==> src/rtl/pipe_pkg.sv <==
`default_nettype none
// ============================================================================
// Module      : pipe_pkg
// Description : Shared types and constants for the 5-stage pipeline front end
//               (next-PC sequencer state encoding, default vectors, register
//               zero index, PC increment and a saturating increment helper).
// Revision    : 1.0 - initial release
// ============================================================================
package pipe_pkg;

    // Sequencer state encoding
    typedef enum logic [1:0] {
        ST_BOOT      = 2'd0,
        ST_RUN       = 2'd1,
        ST_IMEM_WAIT = 2'd2,
        ST_EXC_DRAIN = 2'd3
    } seq_state_t;

    localparam logic [31:0] RESET_VECTOR_DFLT = 32'h0000_0000;
    localparam logic [31:0] EXC_VECTOR_DFLT   = 32'h8000_0180;
    localparam logic [4:0]  REG_ZERO          = 5'd0;
    localparam logic [31:0] PC_STEP           = 32'd4;

    // Increment that sticks at all-ones instead of wrapping
    function automatic logic [31:0] sat_inc(input logic [31:0] val);
        return (val == 32'hFFFF_FFFF) ? val : val + 32'd1;
    endfunction

endpackage
`default_nettype wire

==> src/rtl/hazard_detect.sv <==
`default_nettype none
// ============================================================================
// Module      : hazard_detect
// Description : Combinational load-use hazard detector. Flags when the load
//               in ID/EX writes a register the ID-stage instruction reads.
//               Register zero never creates a dependency.
// Revision    : 1.0 - initial release
// ============================================================================
module hazard_detect
    import pipe_pkg::*;
(
    input  logic       i_idex_mem_read,
    input  logic [4:0] i_idex_rt,
    input  logic [4:0] i_ifid_rs,
    input  logic [4:0] i_ifid_rt,
    output logic       o_load_use
);

    // Dependency on a pending load result
    assign o_load_use = i_idex_mem_read && (i_idex_rt != REG_ZERO) &&
                        ((i_idex_rt == i_ifid_rs) || (i_idex_rt == i_ifid_rt));

endmodule
`default_nettype wire

==> src/rtl/pc_sequencer.sv <==
`default_nettype none
// ============================================================================
// Module      : pc_sequencer
// Description : Next-PC controller. Arbitrates sequential fetch, EX branch
//               redirect, ID jump, exception vectoring, load-use stall and
//               instruction-memory wait. Redirects arriving while imem is
//               busy are parked in a pending register until fetch accepts.
//               Optional macro PCSEQ_PERF_CNT_EN adds saturating stall,
//               flush and exception counters.
// Revision    : 1.0 - initial release
// ============================================================================
module pc_sequencer
    import pipe_pkg::*;
#(
    parameter logic [31:0] RESET_VECTOR = RESET_VECTOR_DFLT,
    parameter logic [31:0] EXC_VECTOR   = EXC_VECTOR_DFLT,
    parameter int          EXC_DRAIN    = 2
)(
    input  logic        clk,
    input  logic        rst,
    input  logic [31:0] i_pc_cur,
    input  logic        i_imem_ready,
    input  logic        i_branch_taken,
    input  logic [31:0] i_branch_target,
    input  logic        i_jump,
    input  logic [31:0] i_jump_target,
    input  logic        i_exc_req,
    input  logic        i_idex_mem_read,
    input  logic [4:0]  i_idex_rt,
    input  logic [4:0]  i_ifid_rs,
    input  logic [4:0]  i_ifid_rt,
`ifdef PCSEQ_PERF_CNT_EN
    output logic [31:0] o_stall_cnt,
    output logic [31:0] o_flush_cnt,
    output logic [31:0] o_exc_cnt,
`endif
    output logic [31:0] o_pc_next,
    output logic        o_pc_write,
    output logic        o_ifid_write,
    output logic        o_ifid_flush,
    output logic        o_idex_flush
);

    // Counter is loaded with EXC_DRAIN-1 so that vectoring happens on the
    // EXC_DRAIN-th cycle after the exception is taken.
    localparam logic [2:0] DRAIN_INIT = 3'(EXC_DRAIN - 1);

    seq_state_t  r_state, w_next_state;
    logic [2:0]  r_drain, w_drain_nxt;
    logic        r_pend_vld, w_pend_vld_nxt;
    logic [31:0] r_pend_addr, w_pend_addr_nxt;

    logic        w_load_use;
    logic        w_redirect;
    logic [31:0] w_redirect_tgt;
    logic [31:0] w_pc_seq;

    hazard_detect u_hazard_detect (
        .i_idex_mem_read (i_idex_mem_read),
        .i_idex_rt       (i_idex_rt),
        .i_ifid_rs       (i_ifid_rs),
        .i_ifid_rt       (i_ifid_rt),
        .o_load_use      (w_load_use)
    );

    // Branch outranks jump when both are present
    assign w_redirect     = i_branch_taken || i_jump;
    assign w_redirect_tgt = i_branch_taken ? i_branch_target : i_jump_target;
    assign w_pc_seq       = i_pc_cur + PC_STEP;

    // State, drain counter and pending-redirect registers
    always_ff @(posedge clk or posedge rst) begin
        if (rst) begin
            r_state     <= ST_BOOT;
            r_drain     <= 3'd0;
            r_pend_vld  <= 1'b0;
            r_pend_addr <= 32'd0;
        end else begin
            r_state     <= w_next_state;
            r_drain     <= w_drain_nxt;
            r_pend_vld  <= w_pend_vld_nxt;
            r_pend_addr <= w_pend_addr_nxt;
        end
    end

    // Next-state and output decode
    always_comb begin
        w_next_state    = r_state;
        w_drain_nxt     = r_drain;
        w_pend_vld_nxt  = r_pend_vld;
        w_pend_addr_nxt = r_pend_addr;
        o_pc_next       = w_pc_seq;
        o_pc_write      = 1'b0;
        o_ifid_write    = 1'b0;
        o_ifid_flush    = 1'b0;
        o_idex_flush    = 1'b0;

        case (r_state)
            ST_BOOT: begin
                o_pc_next    = RESET_VECTOR;
                o_pc_write   = 1'b1;
                o_ifid_flush = 1'b1;
                o_idex_flush = 1'b1;
                w_next_state = ST_RUN;
            end

            ST_RUN: begin
                o_ifid_write = 1'b1;
                if (i_exc_req) begin
                    o_ifid_flush   = 1'b1;
                    o_idex_flush   = 1'b1;
                    w_pend_vld_nxt = 1'b0;
                    w_drain_nxt    = DRAIN_INIT;
                    w_next_state   = ST_EXC_DRAIN;
                end else if (w_redirect) begin
                    o_ifid_flush = 1'b1;
                    o_idex_flush = i_branch_taken;
                    if (i_imem_ready) begin
                        o_pc_next  = w_redirect_tgt;
                        o_pc_write = 1'b1;
                    end else begin
                        o_ifid_write    = 1'b0;
                        w_pend_vld_nxt  = 1'b1;
                        w_pend_addr_nxt = w_redirect_tgt;
                        w_next_state    = ST_IMEM_WAIT;
                    end
                end else if (w_load_use) begin
                    o_ifid_write = 1'b0;
                    o_idex_flush = 1'b1;
                end else if (r_pend_vld) begin
                    if (i_imem_ready) begin
                        o_pc_next      = r_pend_addr;
                        o_pc_write     = 1'b1;
                        w_pend_vld_nxt = 1'b0;
                    end else begin
                        o_ifid_write = 1'b0;
                    end
                end else begin
                    if (i_imem_ready) begin
                        o_pc_write = 1'b1;
                    end else begin
                        o_ifid_write = 1'b0;
                    end
                end
            end

            ST_IMEM_WAIT: begin
                o_idex_flush = 1'b1;
                if (i_exc_req) begin
                    o_ifid_flush   = 1'b1;
                    w_pend_vld_nxt = 1'b0;
                    w_drain_nxt    = DRAIN_INIT;
                    w_next_state   = ST_EXC_DRAIN;
                end else begin
                    if (w_redirect) begin
                        o_ifid_flush    = 1'b1;
                        w_pend_vld_nxt  = 1'b1;
                        w_pend_addr_nxt = w_redirect_tgt;
                    end
                    if (i_imem_ready) begin
                        w_next_state = ST_RUN;
                    end
                end
            end

            ST_EXC_DRAIN: begin
                o_ifid_flush = 1'b1;
                o_idex_flush = 1'b1;
                if (r_drain == 3'd0) begin
                    o_pc_next    = EXC_VECTOR;
                    o_pc_write   = 1'b1;
                    w_next_state = ST_RUN;
                end else begin
                    w_drain_nxt = r_drain - 3'd1;
                end
            end

            default: begin
                w_next_state = ST_BOOT;
            end
        endcase

        // Reset forces safe outputs even though the state already reads BOOT
        if (rst) begin
            o_pc_next    = RESET_VECTOR;
            o_pc_write   = 1'b0;
            o_ifid_write = 1'b0;
            o_ifid_flush = 1'b1;
            o_idex_flush = 1'b1;
        end
    end

`ifdef PCSEQ_PERF_CNT_EN
    logic        w_live;
    logic        w_stall_ev;
    logic        w_flush_ev;
    logic        w_exc_ev;
    logic [31:0] r_stall_cnt, r_flush_cnt, r_exc_cnt;

    assign w_live     = (r_state == ST_RUN) || (r_state == ST_IMEM_WAIT);
    assign w_exc_ev   = w_live && i_exc_req;
    assign w_stall_ev = w_live && !i_exc_req && (w_load_use || !i_imem_ready);
    assign w_flush_ev = (r_state == ST_RUN) && !i_exc_req && i_imem_ready &&
                        (w_redirect || (!w_load_use && r_pend_vld));

    // Saturating performance counters
    always_ff @(posedge clk or posedge rst) begin
        if (rst) begin
            r_stall_cnt <= 32'd0;
            r_flush_cnt <= 32'd0;
            r_exc_cnt   <= 32'd0;
        end else begin
            if (w_stall_ev) r_stall_cnt <= sat_inc(r_stall_cnt);
            if (w_flush_ev) r_flush_cnt <= sat_inc(r_flush_cnt);
            if (w_exc_ev)   r_exc_cnt   <= sat_inc(r_exc_cnt);
        end
    end

    assign o_stall_cnt = r_stall_cnt;
    assign o_flush_cnt = r_flush_cnt;
    assign o_exc_cnt   = r_exc_cnt;
`endif

endmodule
`default_nettype wire

==> config.mk <==
export PLATFORM = sky130hd
export DESIGN_NAME = pc_sequencer
export DESIGN_NICKNAME = d
export VERILOG_FILES = /design/src/rtl/pipe_pkg.sv /design/src/rtl/hazard_detect.sv /design/src/rtl/pc_sequencer.sv
export SDC_FILE = /design/constraint.sdc
export NUM_CORES = 1
export LEC_CHECK = 0
export CAP_MARGIN = 5
export CORE_MARGIN = 2
export CORE_UTILIZATION = 46
export CTS_CLUSTER_DIAMETER = 200
export DETAILED_ROUTE_END_ITERATION = 10
export GPL_TIMING_DRIVEN = 0
export HOLD_SLACK_MARGIN = 0.15
export PLACE_DENSITY = 0.83
export SYNTH_ARGS = -nofsm -noshare
export SYNTH_HDL_FRONTEND = slang
export SYNTH_SLANG_ARGS = --single-unit
==> constraint.sdc <==
create_clock -name clk -period 4.3 [get_ports clk]
set_input_delay 0.86 -clock clk [delete_from_list [all_inputs] [get_ports clk]]
set_output_delay 0.86 -clock clk [all_outputs]
set_load 0.02 [all_outputs]
==> results_dict.tcl, run 1 <==
set metrics [dict create \
    ctsHoldBuffers 0 \
    hold_viol 0 \
    yosys_warnings 0 \
    synth_cells 525 \
    core_um2 8720 \
    grt_max_degree 48 \
    track_usage_pct 34.5 \
    cts_root_buf "clkbuf_8" \
    highest_layer "met4" \
    grt_pass1_wl_um 26500 \
    fin_crit_ns 4.41 \
    h-tree-depth 2 \
    synth_top_area_share_pct 23.0 \
    slew_headroom_pct 42.4 \
    synthArstFlopShare_pct 100 \
    crit_path_end_kind "primary output" \
    r2r_start "r_state[1]$_DFFE_PP0P_" \
    finClkSkew_ns 0.0112 \
    fin_crit_sh_pct 102 \
    layout.cells.non_filler 805 \
    clk_latency_ns 0.30 \
    m1WireLength_um 6950 \
    crit_arrival_ns 3.55 \
    p_leak_nw 2.48 \
    drt_iter0_markers 450 \
    io_buffers 151 \
    nets 822 \
    cellPowerDensity_nw_per_um2 422 \
    dpl_worst_slack_ns -0.407 \
    finalSetupViolCount 1 \
    fin_ws_ns -0.106 \
    required_ns 3.44 \
    cts_sinks 38 \
    chipHeight_um 98.7 \
    violations "setup timing" \
    worst_pin_slew_ns 0.865 \
    antenna_cells 0 \
    area_growth_pct 47.8 \
    antenna_found_initial 0 \
    crit_type "input port to primary output" \
    dpl.cell_count 784 \
    nFillCells 756 \
    rows 34 \
    met3WireLength_um 1750 \
    cts_tree "done" \
    syn-num-nets 651 \
    cts_buffer_depth 2 \
    place_area_um2 5780 \
    timing.hold.ws_ns 0.495 \
    synth.most_common_cell "a21oi_1" \
    grt_overflow 0 \
    cp_max_fo 5 \
    synth-main-ff-cell "dfrtp_1" \
    hold_start "r_drain[1]$_DFFE_PP0P_" \
    dpl.hpwl_um 13300 \
    startpoint "i_idex_rt[0]" \
    die_x_um 98.7 \
    synth.avg_cell_area_um2 7.86 \
    ant_nets 0 \
    vdd_drop_max_v 0.000229 \
    via_count 5145 \
    wl_met2_um 8250 \
    power.total_mw 2.57 \
    routed_wirelength_um 17500 \
    hold_path_class "register to register" \
    synth_enable_flop_cells 0 \
    rsz0062_at_grt "yes" \
    synth_area_leaders "dfrtp_1, mux2_2, a21oi_1" \
    gp_congestion 0.982 \
    final_util_pct 70.0 \
    ys_ff_latch 38 \
    synthTopCellsByCount "a21oi_1, nor2_1, nand2_1, dfrtp_1, mux2_2" \
    fmax_mhz 227 \
    start_util_pct 47.3 \
    drt_first_pass_iters 5 \
    yosysUniqueCellTypes 62 \
    cts_made_buffers 5 \
    clk_pin_slew_ns 0.08 \
    synth_area_um2 4130 \
    wire_per_inst_um 21.7 \
    fin_tns_setup_ns -0.106 \
    ios 154 \
    die_area_um2 9750 \
    outcome "finished with violations" \
    cp-start-kind "input port" \
    yosys.area.top_type "dfrtp_1" \
    drive_gt1_share_pct 13.6 \
    design_area_um2 6100 \
    yosysSeqAreaShare_pct 23.0 \
    grt_pass1_vias 5130 \
    maxSlewViolCount 0 \
    drcViolationCount 0 \
    maxCapViolations 0 \
    drt-vias-per-instance 6.39 \
]
## cell families (layout without fill, tap and decap cells)
| logic type | after synthesis | count (layout) | synth area share, % |
|---|---|---|---|
| fa+ha+maj | 8 | 8 | 2.43 |
| flops | 38 | 38 | 23.0 |
| simple gates | 171 | 171 | 20.8 |
| xor+xnor | 38 | 38 | 8.06 |
| buf+inv | 44 | 216 | 4.64 |
| compound gates | 180 | 180 | 29.1 |
| mux | 46 | 46 | 11.9 |
## per-layer routing
| metal | vias up | global-route usage (%) |
|---|---|---|
| li1 | 2308 | - |
| met1 | 2452 | 44.4 |
| met2 | 343 | 57.3 |
| met3 | 42 | 7.30 |
| met4 | 0 | 12.6 |
| met5 | - | 0 |
## final timing paths
kind / end / slack, ns / depth (start not counted)
worst max-delay path: o_pc_next[7] / -0.11 / 8
min in group asynchronous: r_pend_addr[19]$_DFFE_PP0P_ / 0.96 / 3
worst min register to register: r_drain[1]$_DFFE_PP0P_ / 0.49 / 2
worst max register to register: r_pend_addr[30]$_DFFE_PP0P_ / 1.56 / 8
max in group asynchronous: r_pend_addr[31]$_DFFE_PP0P_ / 2.87 / 3
worst min-delay path: r_drain[1]$_DFFE_PP0P_ / 0.49 / 2
## worst max-delay path, stage by stage
cell             delay [ns]
clkdlybuf4s50_1        0.47
or4_1                  0.63
o21ai_4                0.25
buf_4                  0.16
o21ai_4                0.06
mux2i_1                0.13
o32ai_1                0.29
clkdlybuf4s50_1        0.68
## power by group
| group | total [mW] | leakage (nW) | switching [mW] | internal (mW) |
|---|---|---|---|---|
| Clock | 0.322 | 0.0514 | 0.148 | 0.174 |
| Combinational | 1.60 | 2.00 | 0.948 | 0.653 |
| Sequential | 0.652 | 0.437 | 0.119 | 0.533 |
## state kept, by name (all words and copies together) (netlist names)
register / cells
r_pend_vld: 1
r_pend_addr: 32
r_drain: 3
r_state: 2
## layout make-up
| class | count | area, µm² | area share (%) |
|---|---|---|---|
| sequential | 38 | 951 | 15.6 |
| tap | 108 | 135 | 2.21 |
| timing repair buffer | 164 | 1590 | 26.1 |
| clock inverter | 2 | 37.5 | 0.615 |
| buffer | 30 | 154 | 2.52 |
| multi-input combinational | 443 | 3110 | 50.9 |
| inverter | 14 | 52.6 | 0.861 |
| clock buffer | 6 | 72.6 | 1.19 |
## cell usage in the layout, fill, tap and decap left out, types with 5 or more instances in the layout
master / n
a31oi_1: 7
o21a_1: 5
dlymetal6s2s_1: 7
dlygate4sd2_1: 20
mux2_2: 26
xnor2_1: 20
clkbuf_8: 5
mux2i_1: 20
a21oi_1: 53
o22ai_1: 14
nand3_1: 23
dfrtp_1: 38
o32ai_1: 5
buf_4: 14
nand4_1: 15
clkbuf_1: 10
a211oi_1: 5
nand2b_1: 5
o21ai_0: 24
nor3_1: 5
a22oi_1: 13
o2bb2ai_1: 6
clkdlybuf4s50_1: 116
nor2_1: 47
ha_1: 7
xor2_1: 17
buf_2: 10
nand2_1: 45
nor2b_1: 7
inv_1: 14
## repair_timing
item | 4_1_cts | 5_1_grt
resized for setup | 51 | 32
buffers inserted | 4 | 9
setup endpoints to repair | 35 | 24
pin swaps | 3 | 7
cloned | 0 | 0
Power figures use the tool's default switching activity.
==> run 2, diff against run 1 <==
--- a/config.mk
+++ b/config.mk
@@ -6,7 +6,7 @@
 export NUM_CORES = 1
 export LEC_CHECK = 0
 export CAP_MARGIN = 5
-export CORE_MARGIN = 2
+export CORE_MARGIN = 3
 export CORE_UTILIZATION = 46
 export CTS_CLUSTER_DIAMETER = 200
 export DETAILED_ROUTE_END_ITERATION = 10
==> run 2 against run 1 <==
  * The run now ends clean
  * Fmax up 3.1%
  * Critical path depth grew 1
  * Sequential share of layout area is essentially flat
  * First-iteration DRC count grew 0.89%
  * Sequential power about the same
  * Routed wire length barely moved
  * Count of clock-buffer cells in the layout up 1
  * Cell area grew 0.14%
  * Critical path type unchanged
  * Critical endpoint is now o_pc_next[28]
==> results_dict.tcl, run 2 (synthesis gave the netlist of run 1 again) <==
set metrics [dict create \
    outcome "finished, final reports clean" \
    worst_pin_slew_ns 0.914 \
    nets 820 \
    crit_path_end_kind "primary output" \
    cts_sinks 38 \
    track_usage_pct 33.0 \
    rrSetupSlack_ns 1.65 \
    crit_type "input port to primary output" \
    clk_latency_ns 0.30 \
    chipHeight_um 101 \
    fin_tns_setup_ns 0 \
    cp_max_fo 10 \
    die_x_um 101 \
    grt_overflow 0 \
    r2r_start "r_state[1]$_DFFE_PP0P_" \
    largestRegisters "r_pend_addr x32, r_drain x3, r_state x2" \
    largest_register_ffs 32 \
    wire_per_inst_um 21.9 \
    die_area_um2 10100 \
    grtUsageMet2_pct 54.8 \
    cts_buffer_depth 2 \
    drcViolationCount 0 \
    antenna_cells 0 \
    gp_congestion 0.968 \
    rows 33 \
    dpl.hpwl_um 13300 \
    maxCapViolations 0 \
    clk_pin_slew_ns 0.08 \
    core_um2 8460 \
    ctsHoldBuffers 0 \
    grt_max_degree 48 \
    top_register "r_pend_addr" \
    use_met1_pct 41.5 \
    grt_pass1_wl_um 26400 \
    fin_crit_sh_pct 99.4 \
    final_util_pct 72.2 \
    via_count 5205 \
    cts_tree "done" \
    cts_root_buf "clkbuf_8" \
    start_util_pct 48.8 \
    vdd_drop_max_v 0.000207 \
    hold_path_class "register to register" \
    cp-start-kind "input port" \
    ant_nets 0 \
    busiest_layer "met2" \
    drt_first_pass_iters 8 \
    slew_headroom_pct 39.1 \
    final_common_cell "clkdlybuf4s50_1" \
    finalSetupViolCount 0 \
    drt_iter0_markers 454 \
    final_cell_mix "clkdlybuf4s50_1, a21oi_1, nor2_1" \
    nFillCells 664 \
    fmax_mhz 234 \
    endpoint "o_pc_next[28]" \
    cellPowerDensity_nw_per_um2 414 \
    fin_crit_ns 4.27 \
    r2r_cells 8 \
    p_leak_nw 2.64 \
    design_area_um2 6110 \
    drt-vias-per-instance 6.51 \
    finClkSkew_ns 0.0110 \
    ios 154 \
    place_area_um2 5770 \
    timing.rr.end "r_pend_addr[4]$_DFFE_PP0P_" \
    drive_gt1_share_pct 13.8 \
    rsz0062_at_grt "yes" \
    cts_made_buffers 5 \
    grt_pass1_vias 5143 \
    area_growth_pct 48.0 \
    grt_util_met3_pct 7.13 \
    maxSlewViolCount 0 \
    routed_wirelength_um 17500 \
    antenna_found_initial 0 \
    h-tree-depth 2 \
    startpoint "i_idex_rt[0]" \
    crit_arrival_ns 3.41 \
    hold_viol 0 \
    io_buffers 151 \
    required_ns 3.44 \
]
[run 2: layout make-up]
type                            instances  area, µm²  share of cell area [%]
Buffer                                 30        154                    2.52
Clock buffer                            7       86.3                    1.41
Clock inverter                          1       5.00                  0.0819
Inverter                               14       52.6                   0.860
Multi-Input combinational cell        444       3140                    51.3
Sequential cell                        38        951                    15.6
Tap cell                              105        131                    2.15
Timing Repair Buffer                  161       1590                    26.1
[run 2: report_power, final]
part	internal, mW	switching (mW)
Sequential	0.533	0.115
Combinational	0.674	0.939
Clock	0.130	0.139
[run 2: critical path: stages]
cell             delay (ns)
clkdlybuf4s50_1        0.47
or4_1                  0.63
o21a_1                 0.22
buf_6                  0.15
a21oi_4                0.25
buf_4                  0.16
a21oi_1                0.06
a211oi_1               0.23
dlygate4sd1_1          0.36
[run 2: layer usage]
layer	up-vias	wire, µm
li1	2310	-
met1	2449	6470
met2	386	8320
met3	60	2070
met4	0	635
met5	-	0
[run 2: repair_timing]
item                       CTS  global route
cloned                       0             1
pin swaps                    1             1
setup endpoints to repair   33            33
setup buffers                1             9
resized for setup           28            58
[run 2: through the flow]
stage / hold slack, ns / total power [mW] / cells / worst slack, ns
after floorplan: 0.448 / 1.57 / 525 / 0.650
final: 0.494 / 2.53 / 800 / 0.0267
after CTS: 0.493 / 2.45 / 790 / -0.269
after global placement: 0.465 / 2.15 / 781 / -0.440
after global routing: 0.534 / 2.68 / 800 / -0.0554
after detailed placement: 0.478 / 2.20 / 781 / -0.510
[run 2: how the worst min path moves through the flow]
stage                           startpoint                endpoint  slack (ns)  depth (start not counted)
floorplan           r_drain[1]$_DFFE_PP0P_  r_drain[1]$_DFFE_PP0P_        0.45                          2
global placement    r_drain[1]$_DFFE_PP0P_  r_drain[1]$_DFFE_PP0P_        0.47                          2
detailed placement  r_drain[0]$_DFFE_PP0P_  r_drain[0]$_DFFE_PP0P_        0.48                          1
CTS                 r_drain[0]$_DFFE_PP0P_  r_drain[0]$_DFFE_PP0P_        0.49                          1
global route        r_drain[0]$_DFFE_PP0P_  r_drain[0]$_DFFE_PP0P_        0.53                          1
finish              r_drain[0]$_DFFE_PP0P_  r_drain[0]$_DFFE_PP0P_        0.49                          1
